<file path="src/rtl/io_bus_arbiter_if.sv">
// rtl/io_bus_arbiter_if.sv - bundle of master-side and device-side IO bus signals for io_bus_arbiter
//
// Signals:
//   m0_*/m1_*   : requester ports (addr, dout, addr_valid, dout_write in; din, din_ready out)
//   io_*        : device-side bus (addr, dout, write, valid out; din, ready in)
//   grant       : master owning the current/last access
//   err_flag    : sticky timeout flag, err_clr clears it
// Modports:
//   slave  : the arbiter's view (serves the two masters and drives the device bus)
//   master : the environment's view (requesters plus the device)

interface io_bus_arbiter_if;
    logic [63:0] m0_addr;
    logic [63:0] m1_addr;
    logic [63:0] m0_dout;
    logic [63:0] m1_dout;
    logic        m0_addr_valid;
    logic        m1_addr_valid;
    logic        m0_dout_write;
    logic        m1_dout_write;
    logic [63:0] m0_din;
    logic [63:0] m1_din;
    logic        m0_din_ready;
    logic        m1_din_ready;
    logic [63:0] io_addr;
    logic [63:0] io_dout;
    logic        io_write;
    logic        io_valid;
    logic [63:0] io_din;
    logic        io_ready;
    logic        grant;
    logic        err_flag;
    logic        err_clr;

    modport slave (
        input  m0_addr, m1_addr, m0_dout, m1_dout,
        input  m0_addr_valid, m1_addr_valid, m0_dout_write, m1_dout_write,
        output m0_din, m1_din, m0_din_ready, m1_din_ready,
        output io_addr, io_dout, io_write, io_valid,
        input  io_din, io_ready,
        output grant, err_flag,
        input  err_clr
    );

    modport master (
        output m0_addr, m1_addr, m0_dout, m1_dout,
        output m0_addr_valid, m1_addr_valid, m0_dout_write, m1_dout_write,
        input  m0_din, m1_din, m0_din_ready, m1_din_ready,
        input  io_addr, io_dout, io_write, io_valid,
        output io_din, io_ready,
        input  grant, err_flag,
        output err_clr
    );
endinterface

</file>
<file path="src/rtl/io_bus_arbiter.sv">
// rtl/io_bus_arbiter.sv - two-master round-robin arbiter and sequencer for the external IO bus
//
// Ports:
//   clk   : system clock, all logic on posedge
//   rst_n : synchronous active-low reset
//   bus   : io_bus_arbiter_if.slave (master request/response ports, device bus, grant, err_flag/err_clr)
// Parameters:
//   TIMEOUT_CYCLES : ACTIVE cycles before a hung access is aborted (2..65535)
// Optional feature:
//   IO_BUS_ARB_TIMEOUT_EN : when defined, hung accesses abort with all-ones data and set err_flag;
//                           when undefined, ACTIVE waits indefinitely and err_flag is tied 0.

module io_bus_arbiter #(
    parameter int TIMEOUT_CYCLES = 256
) (
    input  logic             clk,
    input  logic             rst_n,
    io_bus_arbiter_if.slave  bus
);

    if (TIMEOUT_CYCLES < 2 || TIMEOUT_CYCLES > 65535) begin : g_bad_timeout
        $error("io_bus_arbiter: TIMEOUT_CYCLES out of range 2..65535");
    end

    typedef enum logic [1:0] {
        IDLE   = 2'd0,
        ACTIVE = 2'd1,
        DONE   = 2'd2
    } state_t;

    state_t      state;
    state_t      state_next;

    logic        sel;
    logic        last_grant;
    logic        grant_q;
    logic [63:0] io_addr_q;
    logic [63:0] io_dout_q;
    logic        io_write_q;
    logic        io_valid_q;
    logic [63:0] m0_din_q;
    logic [63:0] m1_din_q;
    logic        abort;
    logic        err_flag_q;
    logic [63:0] cap_data;

    // Round-robin: under contention the master not served last wins;
    // a lone requester always wins.
    always_comb begin
        state_next = state;
        sel        = 1'b0;
        if (bus.m0_addr_valid && bus.m1_addr_valid) begin
            sel = ~last_grant;
        end else begin
            sel = bus.m1_addr_valid;
        end
        case (state)
            IDLE: begin
                if (bus.m0_addr_valid || bus.m1_addr_valid) begin
                    state_next = ACTIVE;
                end
            end
            ACTIVE: begin
                if (bus.io_ready || abort) begin
                    state_next = DONE;
                end
            end
            DONE: begin
                state_next = IDLE;
            end
            default: begin
                state_next = IDLE;
            end
        endcase
    end

    // An aborted access returns all ones; io_ready in the abort cycle wins.
    assign cap_data = bus.io_ready ? bus.io_din : {64{1'b1}};

    always_ff @(posedge clk) begin
        if (!rst_n) begin
            state      <= IDLE;
            last_grant <= 1'b1;
            grant_q    <= 1'b0;
            io_addr_q  <= '0;
            io_dout_q  <= '0;
            io_write_q <= 1'b0;
            io_valid_q <= 1'b0;
            m0_din_q   <= '0;
            m1_din_q   <= '0;
        end else begin
            state <= state_next;
            case (state)
                IDLE: begin
                    if (bus.m0_addr_valid || bus.m1_addr_valid) begin
                        grant_q    <= sel;
                        io_addr_q  <= sel ? bus.m1_addr : bus.m0_addr;
                        io_dout_q  <= sel ? bus.m1_dout : bus.m0_dout;
                        io_write_q <= sel ? bus.m1_dout_write : bus.m0_dout_write;
                        io_valid_q <= 1'b1;
                    end
                end
                ACTIVE: begin
                    // Captured on writes too, so the master always sees what the device returned.
                    if (bus.io_ready || abort) begin
                        io_valid_q <= 1'b0;
                        if (grant_q) begin
                            m1_din_q <= cap_data;
                        end else begin
                            m0_din_q <= cap_data;
                        end
                    end
                end
                DONE: begin
                    last_grant <= grant_q;
                end
                default: begin
                end
            endcase
        end
    end

`ifdef IO_BUS_ARB_TIMEOUT_EN
    localparam int CNT_W = $clog2(TIMEOUT_CYCLES);
    localparam logic [CNT_W-1:0] TMO_LAST = CNT_W'(TIMEOUT_CYCLES - 1);

    logic [CNT_W-1:0] tmo_cnt;
    logic             tmo_first;

    assign abort = (state == ACTIVE) && !bus.io_ready && (tmo_cnt == TMO_LAST);

    // The first ACTIVE cycle is the clearing cycle; counting starts after it.
    always_ff @(posedge clk) begin
        if (!rst_n) begin
            tmo_cnt    <= '0;
            tmo_first  <= 1'b1;
            err_flag_q <= 1'b0;
        end else begin
            if (state != ACTIVE) begin
                tmo_cnt   <= '0;
                tmo_first <= 1'b1;
            end else if (tmo_first) begin
                tmo_first <= 1'b0;
            end else if (!bus.io_ready) begin
                tmo_cnt <= tmo_cnt + CNT_W'(1);
            end
            // Set has priority over clear.
            if (abort) begin
                err_flag_q <= 1'b1;
            end else if (bus.err_clr) begin
                err_flag_q <= 1'b0;
            end
        end
    end
`else
    logic unused_err_clr;

    assign abort          = 1'b0;
    assign err_flag_q     = 1'b0;
    assign unused_err_clr = bus.err_clr;
`endif

    assign bus.io_addr      = io_addr_q;
    assign bus.io_dout      = io_dout_q;
    assign bus.io_write     = io_write_q;
    assign bus.io_valid     = io_valid_q;
    assign bus.grant        = grant_q;
    assign bus.m0_din       = m0_din_q;
    assign bus.m1_din       = m1_din_q;
    assign bus.m0_din_ready = (state == DONE) && !grant_q;
    assign bus.m1_din_ready = (state == DONE) && grant_q;
    assign bus.err_flag     = err_flag_q;

endmodule

</file>
<file path="src/flat_wrapper.sv">
// flat-port wrapper written by rule: the top's interface ports become plain ports
module io_bus_arbiter_flat 
#(
    parameter int TIMEOUT_CYCLES = 256
)
  (clk, rst_n, bus_m0_addr, bus_m1_addr, bus_m0_dout, bus_m1_dout, bus_m0_addr_valid, bus_m1_addr_valid, bus_m0_dout_write, bus_m1_dout_write, bus_m0_din, bus_m1_din, bus_m0_din_ready, bus_m1_din_ready, bus_io_addr, bus_io_dout, bus_io_write, bus_io_valid, bus_io_din, bus_io_ready, bus_grant, bus_err_flag, bus_err_clr);
  io_bus_arbiter_if bus_i ();
  input  logic clk;
  input  logic rst_n;
  input wire logic [$bits(bus_i.m0_addr)-1:0] bus_m0_addr;
  input wire logic [$bits(bus_i.m1_addr)-1:0] bus_m1_addr;
  input wire logic [$bits(bus_i.m0_dout)-1:0] bus_m0_dout;
  input wire logic [$bits(bus_i.m1_dout)-1:0] bus_m1_dout;
  input wire logic [$bits(bus_i.m0_addr_valid)-1:0] bus_m0_addr_valid;
  input wire logic [$bits(bus_i.m1_addr_valid)-1:0] bus_m1_addr_valid;
  input wire logic [$bits(bus_i.m0_dout_write)-1:0] bus_m0_dout_write;
  input wire logic [$bits(bus_i.m1_dout_write)-1:0] bus_m1_dout_write;
  output wire logic [$bits(bus_i.m0_din)-1:0] bus_m0_din;
  output wire logic [$bits(bus_i.m1_din)-1:0] bus_m1_din;
  output wire logic [$bits(bus_i.m0_din_ready)-1:0] bus_m0_din_ready;
  output wire logic [$bits(bus_i.m1_din_ready)-1:0] bus_m1_din_ready;
  output wire logic [$bits(bus_i.io_addr)-1:0] bus_io_addr;
  output wire logic [$bits(bus_i.io_dout)-1:0] bus_io_dout;
  output wire logic [$bits(bus_i.io_write)-1:0] bus_io_write;
  output wire logic [$bits(bus_i.io_valid)-1:0] bus_io_valid;
  input wire logic [$bits(bus_i.io_din)-1:0] bus_io_din;
  input wire logic [$bits(bus_i.io_ready)-1:0] bus_io_ready;
  output wire logic [$bits(bus_i.grant)-1:0] bus_grant;
  output wire logic [$bits(bus_i.err_flag)-1:0] bus_err_flag;
  input wire logic [$bits(bus_i.err_clr)-1:0] bus_err_clr;
  assign bus_i.m0_addr = bus_m0_addr;
  assign bus_i.m1_addr = bus_m1_addr;
  assign bus_i.m0_dout = bus_m0_dout;
  assign bus_i.m1_dout = bus_m1_dout;
  assign bus_i.m0_addr_valid = bus_m0_addr_valid;
  assign bus_i.m1_addr_valid = bus_m1_addr_valid;
  assign bus_i.m0_dout_write = bus_m0_dout_write;
  assign bus_i.m1_dout_write = bus_m1_dout_write;
  assign bus_m0_din = bus_i.m0_din;
  assign bus_m1_din = bus_i.m1_din;
  assign bus_m0_din_ready = bus_i.m0_din_ready;
  assign bus_m1_din_ready = bus_i.m1_din_ready;
  assign bus_io_addr = bus_i.io_addr;
  assign bus_io_dout = bus_i.io_dout;
  assign bus_io_write = bus_i.io_write;
  assign bus_io_valid = bus_i.io_valid;
  assign bus_i.io_din = bus_io_din;
  assign bus_i.io_ready = bus_io_ready;
  assign bus_grant = bus_i.grant;
  assign bus_err_flag = bus_i.err_flag;
  assign bus_i.err_clr = bus_err_clr;
  io_bus_arbiter #(.TIMEOUT_CYCLES(TIMEOUT_CYCLES)) u_core (.clk(clk), .rst_n(rst_n), .bus(bus_i));
endmodule
</file>
<file path="config.mk">
export PLATFORM = sky130hd
export DESIGN_NAME = io_bus_arbiter_flat
export DESIGN_NICKNAME = d
export VERILOG_FILES = /design/src/rtl/io_bus_arbiter_if.sv /design/src/rtl/io_bus_arbiter.sv /design/src/flat_wrapper.sv
export SDC_FILE = /design/constraint.sdc
export NUM_CORES = 1
export LEC_CHECK = 0
export ABC_AREA = 0
export CORE_AREA = 4 4 230 232
export DETAILED_ROUTE_END_ITERATION = 12
export DIE_AREA = 0 0 234 236
export GPL_TIMING_DRIVEN = 0
export PLACE_DENSITY = 0.57
export REMOVE_ABC_BUFFERS = 1
export SLEW_MARGIN = 20
export SYNTH_ARGS = -nofsm -noshare
export SYNTH_HDL_FRONTEND = slang
export SYNTH_SLANG_ARGS = --single-unit
</file>
<file path="constraint.sdc">
create_clock -name clk -period 2.35 [get_ports clk]
set_clock_uncertainty 0.2 [all_clocks]
set_input_delay 0.47 -clock clk [delete_from_list [all_inputs] [get_ports clk]]
set_output_delay 0.47 -clock clk [all_outputs]
set_load 0.01 [all_outputs]
</file>
; Word level (Yosys, flattened, before mapping)
; Index checks and enable logic that the tools add are counted.
[word_totals]
ff_bits = 262
inputBits = 328
out_inout_bits = 262
elab_cells = 37
[classes]
n_eq_ne = 4
muxes = 10
bitwise = 2
reduce_logical = 12
[op_table]
columns = cell, count
row1 = 64-bit 2-to-1 mux, 2
row2 = 3-bit AND reduction, 3
row3 = 1-bit 2-to-1 mux, 4
row4 = 2-bit 2-to-1 mux, 2
row5 = 2-bit one-hot mux with 2 select lines, 1
row6 = 2-bit AND reduction, 2
row7 = 1-bit logical AND, 3
row8 = "2-bit by 1-bit equality test with 1-bit output, second input constant", 1
row9 = "2-bit equality test, second input constant", 1
row10 = 2-bit logical NOT, 1
row11 = "2-bit by 1-bit inequality test with 1-bit output, second input constant", 1
row12 = "2-bit inequality test, second input constant", 1
row13 = 1-bit inverter, 2
row14 = 1-bit one-hot mux with 2 select lines, 1
row15 = 2-bit nonzero test, 1
row16 = 1-bit logical NOT, 1
row17 = 1-bit logical OR, 1

; Depth between registers and ports, before layout
; Gate-level depths: netlist (run 1).
[depth]
word_depth = 3
depth_mapped = 7

; Worst setup path after synthesis (run 1)
; OpenSTA, ideal clock, no wires.
[synth_timing]
path_kind = input port to flip-flop
start = in bus_m1_addr_valid
end = reg u_core.state[0]
setup_ns = 0.115
arrival_time_ns = 1.526
t_required_ns = 2.035
path_slack_ns = 0.510
stages = 7
path_buffers = 4
cell_sequence = or2_0 -> buf_2 -> and2_1 -> buf_2 -> buf_6 -> buf_6 -> o21a_1
[synth_between]
elab_chain_len = 3
[synth_lines]
columns = element, line
row1 = "start, declared", flat_wrapper.sv:15  ; input wire logic [$bits(bus_i.m1_addr_valid)-1:0] bus_m1_addr_valid;
row2 = 1-bit logical OR, io_bus_arbiter.sv:59  ; if (bus.m0_addr_valid || bus.m1_addr_valid) begin
row3 = 2-bit by 1-bit inequality test with 1-bit output (no line), -
row4 = 2-bit AND reduction (no line), -
row5 = "end signal, assigned", io_bus_arbiter.sv:92  ; state <= state_next;
row6 = "end, declared", io_bus_arbiter.sv:31  ; state_t state;
; Every way passes these cells.
; A chain may end at the register's enable or synchronous reset.

; Worst setup path after layout (run 1)
[layout_timing]
start = reg u_core.io_dout_q[51], in the netlist u_core.bus.io_dout[51]
end = out bus_io_dout[51]
[layout_lines]
columns = element, line
row1 = "start, declared", io_bus_arbiter.sv:38  ; logic [63:0] io_dout_q;
row2 = "start signal, assigned", io_bus_arbiter.sv:98  ; io_dout_q <= sel ? bus.m1_dout : bus.m0_dout;
row3 = "end, declared", flat_wrapper.sv:23  ; output wire logic [$bits(bus_i.io_dout)-1:0] bus_io_dout;
; No word-level cell between the ends.

==> results of run 1 <==
[power by group through the flow]
| stage | clock network [W] | logic (W) | registers, W |
|---|---|---|---|
| finish | 0.00519 | 0.00295 | 0.00496 |
| global route | 0.00551 | 0.00315 | 0.00500 |
| CTS | 0.00537 | 0.00296 | 0.00496 |
| detailed placement | 0 | 0.00292 | 0.00505 |
| global placement | 0 | 0.00284 | 0.00504 |
| floorplan | 0 | 0.00100 | 0.00519 |
[flip-flops by register name (all words and copies together) (netlist names)]
register             flops
u_core.state             2
u_core.bus.grant         1
u_core.bus.m0_din       64
u_core.bus.io_addr      64
u_core.bus.m1_din       64
u_core.bus.io_write      1
u_core.bus.io_valid      1
u_core.last_grant        1
u_core.bus.io_dout      64
[worst max path at each step]
stage / startpoint / endpoint / slack, ns / cells past startpoint
2_1_floorplan: bus_m0_addr_valid / u_core.bus.io_addr[26] / -6.20 / 3
5_1_grt: u_core.state[1] / u_core.bus.m1_din[18] / 0.002 / 9
4_1_cts: u_core.state[0] / u_core.bus.io_addr[4] / 0.01 / 7
3_5_place_dp: bus_m0_addr_valid / u_core.bus.io_addr[26] / -1.10 / 6
3_3_place_gp: rst_n / u_core.bus.io_addr[11] / -13.55 / 3
6_report: u_core.bus.io_dout[51] / bus_io_dout[51] / 0.1 / 1
[metal layers]
layer / wire length, um / share of wire [%]
met1: 19500 / 38
met2: 24700 / 48
met3: 5810 / 11
met4: 1380 / 2.7
met5: 13 / 0.025
[per-stage QoR]
step / setup slack [ns] / hold slack [ns] / cell area [um2]
2_1_floorplan: -6.20 / 0.280 / 10500
3_3_place_gp: -13.55 / 0.244 / 17200
3_5_place_dp: -1.10 / 0.252 / 17900
4_1_cts: 0.0138 / 0.163 / 19100
5_1_grt: 0.00184 / 0.215 / 19100
6_report: 0.0968 / 0.180 / 19200
[cell usage after synthesis, drive strengths merged]
cell    number  area, um2
clkbuf     108        405
nand3      128        641
nand2      386       1450
nor3         1       5.00
a21boi       1       11.3
nor2         5       21.3
dfxtp      262       5250
nand2b       1       6.26
or2          1       6.26
and4bb       1       12.5
buf         36        251
o21a         2       15.0
a21oi      130        651
a211o        1       8.76
clkinv       1       3.75
nand4b       1       8.76
o21ai      128        641
inv          1       3.75
a22oi        1       7.51
nand3b       1       7.51
conb         1       3.75
a311oi     129       1750
and2         1       6.26
a21bo        1       10.0
nor3b        1       7.51
[kinds of logic (layout without fill, tap and decap cells)]
kind of cell / count (synthesis) / in the layout / synth area share, %
buffers and inverters: 146 / 685 / 5.94
DFF: 262 / 262 / 46.9
AOI/OAI and AO/OA: 393 / 394 / 27.7
and+or+nand+nor: 527 / 530 / 19.4
other: 1 / 13 / 0.0336
[timing repair]
action | in CTS | in global routing
pin swaps | 2 | 3
endpoints found under the hold margin | 0 | 0
setup buffers | 2 | 6
setup endpoints to repair | 106 | 45
resized for setup | 5 | 3
cloned | 4 | 1
[area by class of cell]
class,count,area (um2),share of cell area (%)
Clock buffer,39,876,4.57
Multi-Input combinational cell,925,5330,27.8
Sequential cell,262,5250,27.4
Antenna cell,12,30.0,0.157
Clock inverter,18,233,1.21
Inverter,2,12.5,0.0653
Tap cell,680,851,4.44
Timing Repair Buffer,626,6580,34.4
==> implementation parameters, run 1 <==
Parameter                              Value

Status
  Result of the run ... complete, no violations

Global routing
  Global routing met1 resource utilization ... roughly 20%
  Combined global-route utilization of all metal layers ... 17.4%
  Total gr overflow ... 0
  Antenna violations before repair ... 18
  GR Layer Usage met2 ... roughly 29%
  Pin count of the biggest net entering global routing ... about 160
  Wire length of the first global-routing pass ... around 75000 um
  Grt peak-use layer ... met2
  Met3 Resource Use GR ... under 10%
  Vias in the first global route ... between 10000 and 15000

Timing
  Max Fclk ... around 440 MHz
  Count of pins over their slew limit ... 0
  Final hold vios ... 0
  Minimum clock period ... ~2.3 ns
  Slew Limit Headroom ... roughly 50%
  Setup violations, final ... 0
  Fin Setup TNS ... 0 ns
  Period utilisation layout ... 95.9%
  Least-Margin Pin Slew ... between 0.7 and 0.8 ns
  Unrepaired setup endpoints after global routing ... no

CTS
  CTS tree ... yes
  Clock Pin Slew Worst Setup and Hold Paths ... 0.06 ns
  Number of buffers added to fix hold violations after cts ... 0
  Clock H-tree levels ... 1
  Clock tree root driver cell ... sky130_fd_sc_hd__clkbuf_16
  Insertion delay to the later sink of the worst-skew pair ... roughly 0.57 ns
  Count of clock tree sinks ... around 260
  TritonCTS Buffers ... 31
  Buffer depth of the longest clock path ... 3

Route
  Antenna viol nets, final ... 0
  Number of design-rule violations left by the first detailed-router iteration ... approximately 580
  Detailed-router iteration count before antenna repair ... 5
  Post-detailed-route via-to-cell ratio ... about 4.6
  Total wirelength of the detailed-routed design ... between 50000 and 60000 um
  Drt drc ... 0
  Total via count after detailed routing ... ~12000
  Average routed wire per standard cell ... ~20 um

Flow run
  Total of max-cap violations ... 0

Pwr
  Switching Share ... a little over a quarter
  Clock group share of total power ... between 30% and 40%
  Peak supply drop ... between 0.0005 and 0.0006 V
  Combinational fraction of design power ... 22.5%
  Switch Pwr ... ~0.0036 W
  Internal power ... 0.00951 W
  Lkg Pwr ... 6.76 nW
  Pwr Total ... approximately 0.013 W
  Total power per unit cell area ... a little under 700 nW/um2
  Share of power burned in registers ... a little under two fifths

Floorplanning
  Starting utilization of the core area ... between 20% and 30%
  Top Ports ... 590
  Overall die height ... around 240 um
  Horizontal die dimension ... approximately 230 um
  Die ar. ... roughly 55000 um2
  Floorplan Core Area ... 51000 um2
  Row count ... 83

Synthesis
  Post-synthesis cell count ... roughly 1300
  Distinct cells, synth ... 30
  Synthesized flop and latch total ... 262
  Synth Cell Area ... 11200 um2
  Mapped Avg Cell Area ... 8.41 um2
  Synth warnings ... 0
  Fraction of the yosys area taken by sequential cells ... between 40% and 50%

Critical path
  Slowest stage delay, CP ... 0.68 ns
  CP Max Fanout ... 2
  Largest delay contributor family on the critical path ... buffers and inverters
  Crit-path cells ... clkdlybuf4s50_1
  Flop2flop setup slack ... 0.16 ns
  Worst flop-to-flop path endpoint ... u_core.bus.m1_din[18]
  Worst path slowest cell ... sky130_fd_sc_hd__clkdlybuf4s50_1
  Cell depth of the worst flop-to-flop path ... 9
  Critical setup path kind ... reg2out
  Worst r2r src ... u_core.state[1]
  Worst Path Arrival ... about 1.6 ns
  Startpoint types ... register
  Required @ worst endpoint ... 1.68 ns
  Count of buffering cells on the critical path with inverters included ... 1
  Kind of end point of the critical path ... primary output

Placement
  Post-detail-place hpwl ... around 37000 um
  Port Buffers ... 587
  Final weighted congestion of routability-driven global placement ... about 0.8
  Number of placed instances with taps included ... approximately 2500

Hold path
  Launch point of the worst hold path ... rst_n
  Class of the worst hold path ... in2reg
  Hold Path Depth ... 3
  Worst Hold Endpoint ... u_core.bus.m1_din[29]

Finish
  Area delta synth->final ... 71.4%
  Cell Count, Final, Fillers Out ... 2564
  Most frequent cells in the layout ... 582 x sky130_fd_sc_hd__clkdlybuf4s50_1, 386 x sky130_fd_sc_hd__nand2_1, 259 x sky130_fd_sc_hd__dfxtp_1
  Core utilization of the finished layout ... between 30% and 40%
  Layout cell share with drive strength beyond 1 ... between 10% and 20%
  Leading cell type in the layout, fill and taps excluded ... sky130_fd_sc_hd__clkdlybuf4s50_1
  Filler cell count in the final layout ... ~5200
  Final Net Count ... approximately 2200
No activity file was read; power rests on OpenSTA's default activity.
==> run 2: changes to the inputs <==
--- a/config.mk
+++ b/config.mk
@@ -6,6 +6,7 @@
 export NUM_CORES = 1
 export LEC_CHECK = 0
 export ABC_AREA = 0
+export CAP_MARGIN = 20
 export CORE_AREA = 4 4 230 232
 export DETAILED_ROUTE_END_ITERATION = 12
 export DIE_AREA = 0 0 234 236
==> results of run 2 <==
No change in the layout: final DEF, timing and power equal those of run 1.
